--- src/rtl/tile_sequencer.sv ---
// Tile job sequencer: loads A/B blocks from memory into the register file, hands the RF to
// the PU for each partial product, then stores the C block back to memory.
module tile_sequencer #(
   parameter int SIZE           = 4,
   parameter int CELL_WIDTH     = 8,
   parameter int INDEX_WIDTH    = 4,
   parameter int MEM_ADDR_WIDTH = 16,
   parameter int A_BASE         = 0,
   parameter int B_BASE         = 256,
   parameter int C_BASE         = 512,
   localparam int W             = SIZE * CELL_WIDTH,
   localparam int AW            = (SIZE > 1) ? $clog2(SIZE) : 1
) (
   input  logic                      in_clk,
   input  logic                      in_reset,
   input  logic                      in_index_ready,
   input  logic [INDEX_WIDTH-1:0]    in_row_index,
   input  logic [INDEX_WIDTH-1:0]    in_col_index,
   input  logic [INDEX_WIDTH-1:0]    in_mu,
   output logic                      out_index_ack,
   output logic                      out_result_ready,
   output logic                      out_request,
   input  logic                      in_grant,
   output logic                      out_mem_read_en,
   output logic                      out_mem_write_en,
   output logic [MEM_ADDR_WIDTH-1:0] out_mem_address,
   output logic [W-1:0]              out_mem_data,
   input  logic [W-1:0]              in_mem_data,
   output logic [AW-1:0]             out_rf_address,
   output logic [1:0]                out_rf_matrix,
   output logic                      out_rf_read_en,
   output logic                      out_rf_write_en,
   output logic [W-1:0]              out_rf_data,
   input  logic [W-1:0]              in_rf_data,
   output logic                      out_pu_start,
   output logic                      out_pu_clear,
   input  logic                      in_pu_done,
   output logic                      out_pu_ack,
   output logic                      out_pu_owns_rf
);

   // state   | meaning
   // IDLE    | waiting for a job request
   // LOAD_A  | reading A(i,k) rows into RF matrix A
   // LOAD_B  | reading B(k,j) rows into RF matrix B
   // COMPUTE | PU owns the RF, bus released, waiting for in_pu_done
   // STORE_C | reading RF matrix C rows and writing them to memory
   // DONE    | job finished, result pulse follows
   typedef enum logic [2:0] {IDLE, LOAD_A, LOAD_B, COMPUTE, STORE_C, DONE} state_t;

   localparam int CW = $clog2(SIZE + 1);
   localparam logic [CW-1:0] ROWS = CW'(SIZE);
   localparam logic [CW-1:0] LAST = CW'(SIZE - 1);

   state_t                  state;
   logic [INDEX_WIDTH-1:0]  row_i, col_j, mu_q, k;
   logic [CW-1:0]           r, wcnt;
   logic                    pend, held;
   logic [AW-1:0]           pend_row;
   logic [W-1:0]            hold_data;

   logic                    loading, storing, issue, wr_fire;
   logic [AW-1:0]           r_row;
   logic [INDEX_WIDTH:0]    k_inc;
   logic [MEM_ADDR_WIDTH-1:0] a_addr, b_addr, c_addr;

   function automatic logic [MEM_ADDR_WIDTH-1:0] blk_addr(
      input logic [MEM_ADDR_WIDTH-1:0] base,
      input logic [INDEX_WIDTH-1:0]    a,
      input logic [INDEX_WIDTH-1:0]    b,
      input logic [INDEX_WIDTH-1:0]    m,
      input logic [AW-1:0]             row
   );
      logic [MEM_ADDR_WIDTH-1:0] blk;
      blk = MEM_ADDR_WIDTH'(a) * MEM_ADDR_WIDTH'(m) + MEM_ADDR_WIDTH'(b);
      return base + blk * MEM_ADDR_WIDTH'(SIZE) + MEM_ADDR_WIDTH'(row);
   endfunction

   assign loading  = (state == LOAD_A) || (state == LOAD_B);
   assign storing  = (state == STORE_C);
   assign issue    = (loading || storing) && in_grant && (r < ROWS);
   assign wr_fire  = storing && pend && in_grant;
   assign r_row    = AW'(r);
   assign k_inc    = {1'b0, k} + {{INDEX_WIDTH{1'b0}}, 1'b1};
   assign a_addr   = blk_addr(MEM_ADDR_WIDTH'(A_BASE), row_i, k, mu_q, r_row);
   assign b_addr   = blk_addr(MEM_ADDR_WIDTH'(B_BASE), k, col_j, mu_q, r_row);
   assign c_addr   = blk_addr(MEM_ADDR_WIDTH'(C_BASE), row_i, col_j, mu_q, pend_row);

   assign out_request    = loading || storing;
   assign out_pu_owns_rf = (state == COMPUTE);

   // Strobes follow in_grant combinationally so no memory access ever lands on a lost grant.
   always_comb begin
      out_mem_read_en  = 1'b0;
      out_mem_write_en = 1'b0;
      out_mem_address  = '0;
      out_mem_data     = '0;
      out_rf_address   = '0;
      out_rf_matrix    = 2'b00;
      out_rf_read_en   = 1'b0;
      out_rf_write_en  = 1'b0;
      out_rf_data      = '0;
      if (loading) begin
         if (issue) begin
            out_mem_read_en = 1'b1;
            out_mem_address = (state == LOAD_A) ? a_addr : b_addr;
         end
         if (pend) begin
            out_rf_write_en = 1'b1;
            out_rf_address  = pend_row;
            out_rf_matrix   = (state == LOAD_B) ? 2'b01 : 2'b00;
            out_rf_data     = in_mem_data;
         end
      end else if (storing) begin
         if (issue) begin
            out_rf_read_en = 1'b1;
            out_rf_address = r_row;
            out_rf_matrix  = 2'b10;
         end
         if (wr_fire) begin
            out_mem_write_en = 1'b1;
            out_mem_address  = c_addr;
            out_mem_data     = held ? hold_data : in_rf_data;
         end
      end
   end

   always_ff @(posedge in_clk or negedge in_reset) begin
      if (!in_reset) begin
         state <= IDLE;
         row_i <= '0; col_j <= '0; mu_q <= '0; k <= '0;
         r <= '0; wcnt <= '0; pend <= 1'b0; pend_row <= '0;
         held <= 1'b0; hold_data <= '0;
         out_index_ack <= 1'b0; out_result_ready <= 1'b0;
         out_pu_start <= 1'b0; out_pu_clear <= 1'b0; out_pu_ack <= 1'b0;
      end else begin
         out_index_ack    <= 1'b0;
         out_result_ready <= 1'b0;
         out_pu_start     <= 1'b0;
         out_pu_clear     <= 1'b0;
         out_pu_ack       <= 1'b0;
         case (state)
            IDLE: begin
               if (in_index_ready) begin
                  row_i <= in_row_index;
                  col_j <= in_col_index;
                  mu_q  <= in_mu;
                  k     <= '0;
                  r     <= '0;
                  wcnt  <= '0;
                  pend  <= 1'b0;
                  held  <= 1'b0;
                  out_index_ack <= 1'b1;
                  state <= (in_mu == '0) ? DONE : LOAD_A;
               end
            end
            LOAD_A, LOAD_B: begin
               if (issue) begin
                  r        <= r + CW'(1);
                  pend     <= 1'b1;
                  pend_row <= r_row;
               end else begin
                  pend <= 1'b0;
               end
               if (pend) begin
                  wcnt <= wcnt + CW'(1);
                  if (wcnt == LAST) begin
                     r    <= '0;
                     wcnt <= '0;
                     if (state == LOAD_A) begin
                        state <= LOAD_B;
                     end else begin
                        state        <= COMPUTE;
                        out_pu_start <= 1'b1;
                        out_pu_clear <= (k == '0);
                     end
                  end
               end
            end
            COMPUTE: begin
               if (in_pu_done) begin
                  out_pu_ack <= 1'b1;
                  r    <= '0;
                  wcnt <= '0;
                  if (k_inc < {1'b0, mu_q}) begin
                     k     <= k_inc[INDEX_WIDTH-1:0];
                     state <= LOAD_A;
                  end else begin
                     state <= STORE_C;
                  end
               end
            end
            STORE_C: begin
               if (issue) begin
                  r        <= r + CW'(1);
                  pend     <= 1'b1;
                  pend_row <= r_row;
               end else if (wr_fire) begin
                  pend <= 1'b0;
               end
               // RF read data is only valid for one cycle, so park it while the grant is gone.
               if (wr_fire) begin
                  held <= 1'b0;
                  wcnt <= wcnt + CW'(1);
                  if (wcnt == LAST) state <= DONE;
               end else if (pend) begin
                  held <= 1'b1;
                  if (!held) hold_data <= in_rf_data;
               end
            end
            DONE: begin
               out_result_ready <= 1'b1;
               state            <= IDLE;
            end
            default: state <= IDLE;
         endcase
      end
   end

endmodule
--- config.mk ---
export PLATFORM = sky130hd
export DESIGN_NAME = tile_sequencer
export DESIGN_NICKNAME = d
export VERILOG_FILES = /design/src/rtl/tile_sequencer.sv
export SDC_FILE = /design/constraint.sdc
export NUM_CORES = 1
export LEC_CHECK = 0
export ABC_CLOCK_PERIOD_IN_PS = 10100
export CORE_ASPECT_RATIO = 1.2
export CORE_UTILIZATION = 42
export CTS_CLUSTER_SIZE = 40
export DETAILED_ROUTE_END_ITERATION = 6
export HOLD_SLACK_MARGIN = 0.03
export PLACE_DENSITY_LB_ADDON = 0.1
export SETUP_SLACK_MARGIN = 0.02
export SLEW_MARGIN = 10
export SYNTH_ARGS = -nofsm -noshare
export SYNTH_HDL_FRONTEND = slang
export SYNTH_SLANG_ARGS = --single-unit
--- constraint.sdc ---
create_clock -name in_clk -period 10.1 [get_ports in_clk]
set_input_delay 1.515 -clock in_clk [delete_from_list [all_inputs] [get_ports in_clk]]
set_output_delay 1.515 -clock in_clk [all_outputs]
set_load 0.02 [all_outputs]
# ---- Word-level counts from Yosys, hierarchy flattened
# Index checks and enable logic that the tools add are counted.
dict set report op_classes {
  bitwise 1
  multipliers 2
  add_sub_neg 11
  reduce_logical 24
  mux 73
  eq_ne 15
  order_cmp 2
}
# op count
set ops {}
lappend ops {{32-bit two-way mux} 6}
lappend ops {{13-bit two-way mux} 4}
lappend ops {{3-bit two-way mux} 16}
lappend ops {{3-bit one-hot mux with 4 select lines} 3}
lappend ops {{1-bit two-way mux} 30}
lappend ops {{8-bit by 4-bit adder with 9-bit output} 3}
lappend ops {{12-bit by 2-bit adder with 13-bit output} 2}
lappend ops {{4-bit by 4-bit multiplier with 8-bit output} 2}
lappend ops {{16-bit two-way mux} 1}
lappend ops {{2-bit two-way mux} 7}
lappend ops {{10-bit by 11-bit adder with 12-bit output (first input constant)} 1}
lappend ops {{11-bit by 2-bit adder with 12-bit output} 1}
lappend ops {{9-bit by 11-bit adder with 12-bit output (first input constant)} 1}
lappend ops {{4-bit two-way mux} 3}
lappend ops {{3-bit AND reduction} 4}
lappend ops {{3-bit by 2-bit == test with 1-bit output (second input constant)} 3}
lappend ops {{4-bit zero test} 2}
lappend ops {{2-bit inequality test (second input constant)} 4}
lappend ops {{4-bit one-hot mux with 2 select lines} 1}
lappend ops {{3-bit by 1-bit adder with 3-bit output (second input constant)} 2}
lappend ops {{3-bit == test (second input constant)} 2}
lappend ops {{2-bit by 1-bit inequality test with 1-bit output (second input constant)} 3}
lappend ops {{6-bit AND reduction} 1}
lappend ops {{4-bit by 1-bit adder with 5-bit output (second input constant)} 1}
lappend ops {{other kinds (19)} 25}
dict set report word_totals {
  regBits 66
  out_inout_bits 95
  elab_cells 144
  input_bits 81
}

# ---- Longest topological paths before layout
dict set report depth {
  ltp_word 9
  ltp_mapped 16
  mapped_depth_nobuf 16
}

# ---- Worst setup path before layout
# No wires, ideal clock.
dict set report synth_timing {
  path_kind {register to output}
  from {register k[2]}
  to {output out_mem_address[10]}
  stages_incl_launch_ff 16
  path_buffers 1
  required_time_ps 8585
  arrival_ps 4007
  setup_slack_ps 4578
  path_cell_list {dfrtp_1 > clkbuf_1 > nand2_1 > fa_1 > fa_1 > fa_1 > inv_1 > ha_1 > a21o_1 > a21oi_1 > o21ai_0 > xnor2_1 > ha_1 > xor2_1 > nor2_1 > o21ai_0}
}
dict set report synth_via {
  elab_chain_cells 7
  word_cells_on_any_way 9
  cone_classes {5 x add/sub; 1 x mul; 3 x mux}
}
# item line
set synth_rtl {}
lappend synth_rtl {{start, declared} 56} ;# logic [INDEX_WIDTH-1:0] row_i, col_j, mu_q, k;
lappend synth_rtl {{start signal, assigned} 186} ;# k <= k_inc[INDEX_WIDTH-1:0];
lappend synth_rtl {{4-bit by 4-bit multiplier with 8-bit output} 75} ;# blk = MEM_ADDR_WIDTH'(a) * MEM_ADDR_WIDTH'(m) + MEM_ADDR_WIDTH'(b);
lappend synth_rtl {{8-bit by 4-bit adder with 9-bit output} 75}
lappend synth_rtl {{9-bit by 11-bit adder with 12-bit output} 76} ;# return base + blk * MEM_ADDR_WIDTH'(SIZE) + MEM_ADDR_WIDTH'(row);
lappend synth_rtl {{12-bit by 2-bit adder with 13-bit output} 76}
lappend synth_rtl {{13-bit two-way mux *} 106} ;# out_mem_address = (state == LOAD_A) ? a_addr : b_addr;
lappend synth_rtl {{13-bit two-way mux *} 104} ;# if (issue) begin
lappend synth_rtl {{16-bit two-way mux *} 103} ;# if (loading) begin
lappend synth_rtl {{end, declared} 26} ;# output logic [MEM_ADDR_WIDTH-1:0] out_mem_address,
# Mark *: on every way between the ends. The rest lies on a longest branch, timed or not.

# ---- Worst setup path in the final report
dict set report layout_timing {
  from {register mu_q[3]}
  to {output out_mem_address[8]}
}
dict set report layout_via {
  elab_chain_cells 7
  word_cells_on_any_way 15
  cone_classes {8 x add/sub; 2 x mul; 5 x mux}
}
# item line
set layout_rtl {}
lappend layout_rtl {{start, declared} 56}
lappend layout_rtl {{start signal, assigned} 147} ;# mu_q <= in_mu;
lappend layout_rtl {{4-bit by 4-bit multiplier with 8-bit output} 75}
lappend layout_rtl {{8-bit by 4-bit adder with 9-bit output} 75}
lappend layout_rtl {{10-bit by 11-bit adder with 12-bit output / 9-bit by 11-bit adder with 12-bit output (equally long branches)} 76}
lappend layout_rtl {{12-bit by 2-bit adder with 13-bit output} 76}
lappend layout_rtl {{13-bit two-way mux, on equally long branches} {120, 106}}
lappend layout_rtl {{13-bit two-way mux, on equally long branches} {114, 104}}
lappend layout_rtl {{16-bit two-way mux *} 103}
# Marked as above.

==> results by group <==
STA
  • Worst slew pin tran: 1.15 ns
  • Final setup fails: 0
  • Setup TNS: 0 ns
  • Slew headroom: 23.2%
  • Fin crit period: 6.43 ns
  • Fmax achieved: 156 MHz
  • Final hold viol count: 0
  • Slew Viols, Final: 0
  • Skew final: 0.00730 ns
  • RSZ-0062 raised after global routing: no
  • Final period utilization: 63.6%

Detailed routing
  • Metal3 WL: 713 um
  • Drt drc: 0
  • Metal2 WL: 7.68 mm
  • Routed metal-1 wirelength: 5.96 mm
  • Top layer in use: met4
  • Iter 0 DRT Violations: 197
  • Via density: 5.24
  • Wire per inst: 15.8 um
  • Antenna Nets Post-Route: 0
  • Routed wire length: 14.5 mm
  • TritonRoute pass-1 iters: 5
  • Via count: 4,808

Final layout
  • Nets: 893
  • Final std cells w/o fill: 917
  • Diodes inserted: 0
  • Layout cell share with drive strength beyond 1: 9.83%
  • Layout Area Growth over Synthesis: 37.3%
  • Design area: 7580 sq um

Worst setup path
  • R2r setup slk: 7.42 ns
  • CP arrival: 4.91 ns
  • Slowest-stage cell, CP: clkdlybuf4s50_1
  • Buf+Inv Stages, Crit Path: 4
  • R2R depth: 4
  • Critical Path Source Type: register
  • CP max FO: 9
  • Delay-heaviest family, CP: adder cells
  • Crit Path Class: register to primary output
  • Crit. End Element: primary output
  • RR Startpoint: pend$_DFFE_PN0P_
  • Crit Reg-Reg Endpoint: hold_data[16]$_DFFE_PN0P_
  • CP Data Required Time: 8.59 ns
  • Worst path max stage delay: 0.62 ns
  • Crit-path cells: nand2_1, fa_1, inv_1, fa_1, inv_1, fa_1, inv_1, ha_1, o21ai_0, a2111oi_4, xnor2_1, mux2_2, o21ai_1, clkdlybuf4s50_1

Clock tree
  • Clock buffer depth: 2
  • Post-CTS Setup Bufs: 0
  • Post-CTS resize count: 0
  • H-Tree Depth: 3
  • CTS buffer count: 9
  • Worst skew pair latency: 0.33 ns
  • Post-CTS Hold Fix Bufs: 0
  • Clock transition at path regs: 0.06 ns
  • Root Buffer: clkbuf_16
  • CTS tree: done
  • Clock sink total: 66

Outcome
  • Status: finished, final reports clean

Placed design
  • DP HPWL: 11.0 mm
  • Port bufs: 171
  • Global placement routability congestion: 0.949
  • Placed cell count: 901
  • Placed instance area: 7270 sq um

Power
  • Clock power share: 15.0%
  • Flop pwr share: 24.2%
  • Pint: 1190 uW
  • Switching power total: 945 uW
  • Pwr Density: 281 nW/um^2
  • Logic pwr share: 60.8%
  • Worst VDD drop: 236 uV
  • Switching Share: 44.3%
  • Pleak: 0.00344 uW

Yosys
  • Avg Cell Area, Syn: 9.20 sq um
  • Synth Warn #: 0
  • EDFF count, synth: 0
  • Sequential area share after synthesis: 29.9%
  • Unique masters post-synth: 63
  • Mapped Cells: 600
  • Async SR Flop Fraction: 100%
  • Syn Std Cell Area: 5520 sq um
  • #FFs+latches synth: 66
  • Main synth FF type: dfrtp_1

Floorplanning
  • Die area: 13,600 sq um
  • Initial Util: 43.4%
  • Die height: 128 um
  • I/O Pins: 176
  • Die W: 107 um
  • Rows: 45
  • CORE AREA: 12,700 sq um

Job
  • Max Cap Viol: 0

Hold path
  • Hold path endpoint: hold_data[16]$_DFFE_PN0P_
  • Min-delay src: hold_data[16]$_DFFE_PN0P_
  • Hold Crit Class: register to register
  • WHS Path Cells: 1

Global route
  • Largest net degree at the start of global routing: 67
  • Total global-route track usage: 21.8%
  • First-pass GRT wire length: 23.7 mm
  • Vias in the first global route: 4,907
  • Initial antenna violation count: 0
  • Congestion Overflow GR: 0
-- metrics by stage --
stage	hold slack (ns)	utilization, %	total power (uW)	worst slack [ns]
floorplan	0.464	-	1450	4.58
global placement	0.479	57.1	1770	4.20
detailed placement	0.485	57.1	1810	4.03
CTS	0.499	59.5	2140	3.67
global route	0.511	59.6	2320	3.42
finish	0.494	59.6	2130	3.67
-- logic make-up after synthesis --
kind of cell,Yosys count,share of synthesized area [%]
other,1,0.0679
buffers and inverters,76,6.03
and+or+nand+nor,204,18.4
xor gates and xnor gates,22,3.63
adders and majority gates,64,16.3
muxes,77,14.9
DFF,66,29.9
AOI/OAI and AO/OA,90,10.7
-- routing by layer --
layer / up-vias / global-route usage, %
li1: 2361 / -
met1: 2322 / 25.5
met2: 111 / 39.7
met3: 14 / 5.31
met4: 0 / 5.56
met5: - / 0
-- synthesized netlist by cell type (5+ instances only) --
cell type	number	area, sq um
xor2_1	9	78.8
nor3_1	6	30.0
and3_1	34	213
nand2_1	45	169
and2_1	22	138
nor2_1	62	233
buf_2	9	45.0
xnor2_1	12	105
o22ai_1	7	43.8
nor2b_1	5	31.3
a21oi_1	24	120
o21ai_0	21	105
nand3_1	5	25.0
mux2i_1	36	360
mux2_2	40	450
fa_1	13	260
a21o_1	5	37.5
dfrtp_1	66	1650
clkbuf_1	20	75.1
buf_4	5	37.5
inv_1	35	131
ha_1	51	638
-- flip-flops by register name, indices dropped and copies added (netlist names), 2 cells and up --
signal / flops
r: 3
row_i: 4
pend_row: 2
mu_q: 4
wcnt: 3
state: 3
k: 4
hold_data: 32
col_j: 4
-- power by group through the flow --
stage	combinational (uW)	clock, uW	sequential (uW)
floorplan	1000	0	444
global placement	1260	0	512
detailed placement	1290	0	522
CTS	1300	325	517
global route	1450	334	540
finish	1300	319	517
-- layout by cell type (no fill, tap or decap), types with 4 or more instances in the layout --
cell | Yosys | layout
and3_1 | 34 | 34
nor2_1 | 62 | 62
o21ai_0 | 21 | 21
mux2_2 | 40 | 40
dfrtp_1 | 66 | 65
clkdlybuf4s50_1 | 0 | 170
a211oi_1 | 4 | 4
and2_1 | 22 | 22
nand2_1 | 45 | 45
conb_1 | 1 | 4
xnor2_1 | 12 | 12
nor2b_1 | 5 | 5
nand2b_1 | 4 | 4
xor2_1 | 9 | 9
o22ai_1 | 7 | 7
clkbuf_16 | 0 | 9
fa_1 | 13 | 13
a21oi_1 | 24 | 23
a21o_1 | 5 | 5
nand3_1 | 5 | 5
inv_1 | 35 | 35
mux2i_1 | 36 | 36
nor3_1 | 6 | 6
ha_1 | 51 | 51
-- area by class of cell --
| type | instances | area [sq um] |
|---|---|---|
| Clock buffer | 10 | 239 |
| Clock inverter | 6 | 65.1 |
| Fill cell | 1137 | 5140 |
| Inverter | 37 | 139 |
| Multi-Input combinational cell | 461 | 3560 |
| Sequential cell | 66 | 1650 |
| Tap cell | 164 | 205 |
| Timing Repair Buffer | 173 | 1720 |
-- worst reg2reg max path, delay by kind of cell, from the launching register on --
family | cells | cell delay [ns]
and+or+nand+nor | 2 | 0.92
buffers and inverters | 1 | 0.35
muxes | 1 | 0.33
DFF | 1 | 0.96
-- how the worst max path moves through the flow --
stage	from	endpoint	slack, ns	cells past startpoint
final	mu_q[3]$_DFFE_PN0P_	out_mem_address[8]	3.67	14
after CTS	mu_q[3]$_DFFE_PN0P_	out_mem_address[8]	3.67	14
after global placement	mu_q[3]$_DFFE_PN0P_	out_mem_address[10]	4.20	17
after global routing	mu_q[3]$_DFFE_PN0P_	out_mem_address[10]	3.42	15
after detailed placement	mu_q[3]$_DFFE_PN0P_	out_mem_address[8]	4.03	14
after floorplan	k[2]$_DFFE_PN0P_	out_mem_address[10]	4.58	15
(Power assumes the default switching activity.)
